--- config.mk ---
export PLATFORM = sky130hd
export DESIGN_NAME = cordic_iter_engine_flat
export DESIGN_NICKNAME = d
export VERILOG_FILES = /design/src/rtl/cordic_iter_engine_pkg.sv /design/src/rtl/cordic_iter_engine_if.sv /design/src/rtl/cordic_iter_engine_micro_rot.sv /design/src/rtl/cordic_iter_engine.sv /design/src/flat_wrapper.sv
export SDC_FILE = /design/constraint.sdc
export NUM_CORES = 1
export LEC_CHECK = 0
export CAP_MARGIN = 10
export CELL_PAD_IN_SITES_DETAIL_PLACEMENT = 0
export CELL_PAD_IN_SITES_GLOBAL_PLACEMENT = 1
export CORE_UTILIZATION = 44
export DETAILED_ROUTE_END_ITERATION = 10
export PLACE_DENSITY_LB_ADDON = 0.1
export SKIP_CTS_REPAIR_TIMING = 1
export SLEW_MARGIN = 20
export SYNTH_ARGS = -nofsm -noshare
export SYNTH_HDL_FRONTEND = slang
export SYNTH_SLANG_ARGS = --single-unit
--- constraint.sdc ---
create_clock -name clk -period 7.61 [get_ports clk]
set_input_delay 2.283 -clock clk [delete_from_list [all_inputs] [get_ports clk]]
set_output_delay 2.283 -clock clk [all_outputs]
set_load 0.01 [all_outputs]
--- src/rtl/cordic_iter_engine_pkg.sv ---
// Shared types and the arctangent table for the iterative CORDIC engine.
// The table is stored at 16-bit angle resolution and scaled down on lookup.
package cordic_iter_engine_pkg;

   localparam logic [15:0] ATAN_TAB16 [0:15] = '{
      16'h4000, 16'h25C8, 16'h13F6, 16'h0A22, 16'h0516, 16'h028C, 16'h0146, 16'h00A3,
      16'h0051, 16'h0029, 16'h0014, 16'h000A, 16'h0005, 16'h0003, 16'h0001, 16'h0001
   };

   typedef enum logic { MODE_ROT = 1'b0, MODE_VEC = 1'b1 } mode_e;

   typedef enum logic [1:0] { S_IDLE, S_RUN, S_DONE } state_e;

   function automatic logic signed [15:0] atan_lookup(input logic [4:0] i, input int angle_w);
      logic signed [15:0] a;
      a = signed'(ATAN_TAB16[i[3:0]]);
      return a >>> (16 - angle_w);
   endfunction

endpackage

--- src/rtl/cordic_iter_engine_if.sv ---
// Operation request / result bus of the CORDIC engine.
// master = requester, slave = engine.
interface cordic_iter_engine_if #(
   parameter int DATA_W  = 17,
   parameter int ANGLE_W = 16
) ();
   import cordic_iter_engine_pkg::*;

   logic                      start;
   mode_e                     mode;
   logic signed [DATA_W-1:0]  x_in;
   logic signed [DATA_W-1:0]  y_in;
   logic signed [ANGLE_W-1:0] z_in;
   logic                      ready;
   logic                      valid;
   logic signed [DATA_W-1:0]  x_out;
   logic signed [DATA_W-1:0]  y_out;
   logic signed [ANGLE_W-1:0] z_out;
   logic [4:0]                iters_used;

   modport master (
      output start, mode, x_in, y_in, z_in,
      input  ready, valid, x_out, y_out, z_out, iters_used
   );

   modport slave (
      input  start, mode, x_in, y_in, z_in,
      output ready, valid, x_out, y_out, z_out, iters_used
   );
endinterface

--- src/rtl/cordic_iter_engine_micro_rot.sv ---
// One combinational CORDIC micro-rotation; dir_i=1 means d=+1.
// All sums wrap at the port widths.
module cordic_micro_rot #(
   parameter int DATA_W  = 17,
   parameter int ANGLE_W = 16
) (
   input  logic signed [DATA_W-1:0]  x_i,
   input  logic signed [DATA_W-1:0]  y_i,
   input  logic signed [ANGLE_W-1:0] z_i,
   input  logic [4:0]                shift_i,
   input  logic                      dir_i,
   input  logic signed [ANGLE_W-1:0] atan_i,
   output logic signed [DATA_W-1:0]  x_o,
   output logic signed [DATA_W-1:0]  y_o,
   output logic signed [ANGLE_W-1:0] z_o
);
   logic signed [DATA_W-1:0] xs, ys;

   assign xs  = x_i >>> shift_i;
   assign ys  = y_i >>> shift_i;
   assign x_o = dir_i ? (x_i - ys) : (x_i + ys);
   assign y_o = dir_i ? (y_i + xs) : (y_i - xs);
   assign z_o = dir_i ? (z_i - atan_i) : (z_i + atan_i);
endmodule

--- src/rtl/cordic_iter_engine.sv ---
// Iterative CORDIC engine: one micro-rotation per clock, rotation or vectoring
// mode, optional early exit in vectoring once y hits exactly zero.
module cordic_iter_engine
   import cordic_iter_engine_pkg::*;
#(
   parameter int DATA_W     = 17,
   parameter int ANGLE_W    = 16,
   parameter int ITERS      = 8,
   parameter int EARLY_EXIT = 1
) (
   input logic                clk,
   input logic                rst,
   cordic_iter_engine_if.slave bus
);
   localparam logic [4:0] LAST_I = 5'(ITERS - 1);

   state_e                    state_q, state_d;
   mode_e                     mode_q, mode_d;
   logic signed [DATA_W-1:0]  x_q, x_d, y_q, y_d, xo_q, xo_d, yo_q, yo_d;
   logic signed [ANGLE_W-1:0] z_q, z_d, zo_q, zo_d;
   logic [4:0]                i_q, i_d, it_q, it_d;

   logic signed [15:0]        atan16;
   logic signed [ANGLE_W-1:0] atan_v;
   logic signed [DATA_W-1:0]  xn, yn;
   logic signed [ANGLE_W-1:0] zn;
   logic                      dir, last;

   assign atan16 = atan_lookup(i_q, ANGLE_W);
   assign atan_v = atan16[ANGLE_W-1:0];
   assign dir    = (mode_q == MODE_VEC) ? y_q[DATA_W-1] : ~z_q[ANGLE_W-1];

   cordic_micro_rot #(.DATA_W(DATA_W), .ANGLE_W(ANGLE_W)) u_rot (
      .x_i(x_q), .y_i(y_q), .z_i(z_q), .shift_i(i_q), .dir_i(dir), .atan_i(atan_v),
      .x_o(xn), .y_o(yn), .z_o(zn)
   );

   assign last = (i_q == LAST_I) ||
                 ((EARLY_EXIT != 0) && (mode_q == MODE_VEC) && (yn == '0));

   always_comb begin
      state_d = state_q;
      mode_d  = mode_q;
      x_d     = x_q;
      y_d     = y_q;
      z_d     = z_q;
      i_d     = i_q;
      xo_d    = xo_q;
      yo_d    = yo_q;
      zo_d    = zo_q;
      it_d    = it_q;
      case (state_q)
         // DONE also accepts, so a held start restarts right after the valid cycle
         S_IDLE, S_DONE: begin
            state_d = S_IDLE;
            if (bus.start) begin
               mode_d  = bus.mode;
               x_d     = bus.x_in;
               y_d     = bus.y_in;
               z_d     = bus.z_in;
               i_d     = '0;
               state_d = S_RUN;
            end
         end
         S_RUN: begin
            x_d = xn;
            y_d = yn;
            z_d = zn;
            i_d = i_q + 5'd1;
            if (last) begin
               xo_d    = xn;
               yo_d    = yn;
               zo_d    = zn;
               it_d    = i_q + 5'd1;
               state_d = S_DONE;
            end
         end
         default: state_d = S_IDLE;
      endcase
   end

   always_ff @(posedge clk) begin
      if (rst) begin
         state_q <= S_IDLE;
         mode_q  <= MODE_ROT;
         x_q     <= '0;
         y_q     <= '0;
         z_q     <= '0;
         i_q     <= '0;
         xo_q    <= '0;
         yo_q    <= '0;
         zo_q    <= '0;
         it_q    <= '0;
      end else begin
         state_q <= state_d;
         mode_q  <= mode_d;
         x_q     <= x_d;
         y_q     <= y_d;
         z_q     <= z_d;
         i_q     <= i_d;
         xo_q    <= xo_d;
         yo_q    <= yo_d;
         zo_q    <= zo_d;
         it_q    <= it_d;
      end
   end

   assign bus.ready      = (state_q != S_RUN);
   assign bus.valid      = (state_q == S_DONE);
   assign bus.x_out      = xo_q;
   assign bus.y_out      = yo_q;
   assign bus.z_out      = zo_q;
   assign bus.iters_used = it_q;
endmodule

--- src/flat_wrapper.sv ---
// flat-port wrapper written by rule: the top's interface ports become plain ports
module cordic_iter_engine_flat import cordic_iter_engine_pkg::*;
#(
   parameter int DATA_W     = 17,
   parameter int ANGLE_W    = 16,
   parameter int ITERS      = 8,
   parameter int EARLY_EXIT = 1
)
  (clk, rst, bus_start, bus_mode, bus_x_in, bus_y_in, bus_z_in, bus_ready, bus_valid, bus_x_out, bus_y_out, bus_z_out, bus_iters_used);
  cordic_iter_engine_if #(.DATA_W(DATA_W), .ANGLE_W(ANGLE_W)) bus_i ();
  input logic clk;
  input logic rst;
  input wire logic [$bits(bus_i.start)-1:0] bus_start;
  input wire logic [$bits(bus_i.mode)-1:0] bus_mode;
  input wire logic [$bits(bus_i.x_in)-1:0] bus_x_in;
  input wire logic [$bits(bus_i.y_in)-1:0] bus_y_in;
  input wire logic [$bits(bus_i.z_in)-1:0] bus_z_in;
  output wire logic [$bits(bus_i.ready)-1:0] bus_ready;
  output wire logic [$bits(bus_i.valid)-1:0] bus_valid;
  output wire logic [$bits(bus_i.x_out)-1:0] bus_x_out;
  output wire logic [$bits(bus_i.y_out)-1:0] bus_y_out;
  output wire logic [$bits(bus_i.z_out)-1:0] bus_z_out;
  output wire logic [$bits(bus_i.iters_used)-1:0] bus_iters_used;
  assign bus_i.start = bus_start;
  assign bus_i.mode = bus_mode;
  assign bus_i.x_in = bus_x_in;
  assign bus_i.y_in = bus_y_in;
  assign bus_i.z_in = bus_z_in;
  assign bus_ready = bus_i.ready;
  assign bus_valid = bus_i.valid;
  assign bus_x_out = bus_i.x_out;
  assign bus_y_out = bus_i.y_out;
  assign bus_z_out = bus_i.z_out;
  assign bus_iters_used = bus_i.iters_used;
  cordic_iter_engine #(.DATA_W(DATA_W), .ANGLE_W(ANGLE_W), .ITERS(ITERS), .EARLY_EXIT(EARLY_EXIT)) u_core (.clk(clk), .rst(rst), .bus(bus_i));
endmodule
==> metrics <==
outcome finished, final reports clean; DR WL met3 2120 µm; final worst path period share 87.6%; 1st-pass router iterations 7; Required @ worst endpoint 7960 ps; fmax 150 MHz; CTS Buffer Depth 2; R2R depth 23; routed vias 9,924; wire length of the first global-routing pass 53,400 µm; max-cap violation count 0; Initial DRC Count 894; syn avg cell area 8.12 µm²; WL met2 15,400 µm; asr flop ratio synth 0%; crit start category register; Setup Total Neg Slack 0 ps; Max FO, Critical Path 30; final hold slack 471 ps; minimum clock period 6660 ps; Placer Congestion 0.958; Routed Antenna Nets 0; Inserted Clock Buffers 17; Starting Density 45.3%; CTS root buffer clkbuf_16; H-tree depth 4; Synth cell types 80; CP endpoint kind register; Die X 155 µm; GRT overflow 0; hpwl dp 25,200 µm; Peak supply drop 0.000141 V; RSZ-0062 raised after global routing false; Synth Instances 1,275; Seq/Total Area, Yosys 21.8%; highest routed layer met4; P_int 1830 µW; Ports 111; core box area 0.0228 mm²; PortBufs 110; Final Power 3350 µW; area post-placement 0.0117 mm²; Worst R2R End u_core.bus.x_out[1]; sequential power share 22.4%; Setup-failing EPs final 0; Max transition margin 37.0%; crit path kind reg -> reg; drt wl/cell 20.3 µm; largest net degree at the start of global routing 74; Sw Pwr 1520 µW; worst slew pin tran 944 ps; clk_skew 18.1 ps; switching fraction of total power 45.5%; clock sink total 113; fin nets 1,461; all-layer global routing usage 28.7%; Worst Setup SP u_core.i_q[0]; wire length on met1 15,500 µm; Routed WL 33,900 µm; Die Area 0.0242 mm²; part of the power in the clock network 24.0%; die height 155 µm; Min-Delay Path Depth 2; Synth Flop Type dfxtp_1; Post-Syn Area 0.0104 mm²; YS warnings 0; most frequent cells in the layout 131 x nand2_1, 110 x dfxtp_1, 109 x clkdlybuf4s50_1; Final Max Tran Viols 0; DRC errors left 0; Comb pwr share 53.6%; Clock Latency Late Sink 430 ps; Critical Path End u_core.bus.x_out[1]; arrival time at the worst endpoint 7010 ps; Seq cells post-synth 113; Final Hold Fails 0; RR Startpoint u_core.i_q[0]; number of flops mapped to enable cells by yosys 0; vias per cell 5.94; CTS tree built; vias in the first global route 9,375; initial antenna violation count 0; Lkg Pwr 0.00482 µW; commonest non-fill, non-tap cell in the layout nand2_1; fraction of layout cells with a size suffix above 1 9.57%; worst reg-to-reg setup slack 950 ps; Cell Pwr Density 273 mW/mm²; syn nets 1,391; synth-to-layout area growth 18.7%; CTS clk-pin slew, worst paths 70 ps; Rows 55; Hold/Removal Path Class reg -> reg; Final Instance Area 0.0123 mm²
[registers in the layout (all words and copies together) (netlist names)]
name and cells:
u_core.i_q 5, u_core.state_q 2, u_core.mode_q 1, u_core.bus.z_out 16, u_core.bus.x_out 17, u_core.z_q 16, u_core.bus.y_out 17, u_core.x_q 17
u_core.bus.iters_used 5, u_core.y_q 17
[synth_stat cells (14+ instances only)]
library cell  instances  area (µm²)
nor2b_1              18         113
o21ai_0              45         225
or3_1                14        87.6
a31oi_1              15        93.8
a21oi_1              67         335
mux2i_1              69         691
nor2_1              109         409
mux4_2               28         631
clkbuf_1             58         218
nor3_1               20         100
mux2_2               14         158
xnor2_1              49         429
dfxtp_1             113        2260
nand2_1             131         492
a22oi_1              25         188
nand2b_1             95         594
a311oi_1             35         307
a211oi_1             20         150
inv_1                26        97.6
xor2_1               34         298
ha_1                 59         738
buf_1                14        52.6
nand3_1              22         110
[cell families after synthesis]
| logic type | Yosys count | synth area share, % |
|---|---|---|
| compound gates | 307 | 20.7 |
| xor+xnor | 83 | 7.02 |
| fa+ha+maj | 62 | 7.71 |
| buf+inv | 113 | 4.51 |
| flops | 113 | 21.8 |
| mux | 117 | 14.9 |
| simple gates | 480 | 23.2 |
[worst max-delay path, stage by stage, from the launching register on]
cell and delay, ps:
dfxtp_2 700, buf_4 480, mux4_2 550, nand2_1 70, and3_1 150, nor3_1 50
nor2_1 150, ha_1 190, and2_1 140, nand4b_1 160, nor2_1 200, nor2_1 70
xor2_1 140, ha_1 400, nand2_1 120, a21bo_2 250, a2111o_1 370, nand3_1 120
xnor2_1 200, nor4b_1 320, or4b_2 690, o31ai_4 480, buf_4 350, mux2i_1 210
[through the flow]
| stage | worst slack (ps) | utilization, % | instances |
|---|---|---|---|
| 4_1_cts | 887 | 53.8 | 1671 |
| 6_report | 946 | 53.8 | 1672 |
| 3_5_place_dp | 941 | 51.3 | 1639 |
| 5_1_grt | 385 | 53.8 | 1671 |
| 3_3_place_gp | 1060 | 51.3 | 1639 |
| 2_1_floorplan | 1300 | - | 1275 |
[area by class of cell]
class / instances / area [µm²]
multi-input cells: 1049 / 7660
diodes: 1 / 2.50
fillers: 2224 / 10600
repair buffers: 136 / 1290
flip-flops and latches: 113 / 2270
clock buffers: 17 / 425
well taps: 313 / 392
clock inverters: 15 / 140
inverters: 28 / 105
[worst min path at each step]
stage,startpoint,end,slack (ps)
after floorplan,u_core.z_q[11],u_core.z_q[11],460
after global placement,u_core.bus.x_out[7],u_core.bus.x_out[7],460
final,u_core.bus.z_out[11],u_core.bus.z_out[11],470
after CTS,u_core.bus.z_out[12],u_core.bus.z_out[12],480
after detailed placement,u_core.bus.z_out[12],u_core.bus.z_out[12],460
after global routing,u_core.bus.y_out[13],u_core.bus.y_out[13],490
[layer usage]
| metal | vias to the layer above | track usage, % |
|---|---|---|
| met5 | - | 0 |
| met4 | 0 | 9.94 |
| met3 | 64 | 4.65 |
| met2 | 347 | 45.0 |
| met1 | 4703 | 39.7 |
| li1 | 4810 | - |
[power by group through the flow]
| stage | Clock [µW] | Sequential [µW] | Combinational [µW] |
|---|---|---|---|
| after floorplan | 0 | 697 | 1370 |
| after global placement | 0 | 757 | 1770 |
| after detailed placement | 0 | 757 | 1770 |
| after CTS | 818 | 745 | 1780 |
| after global routing | 847 | 755 | 1990 |
| final | 805 | 751 | 1790 |
No activity file was read; power rests on OpenSTA's default activity.
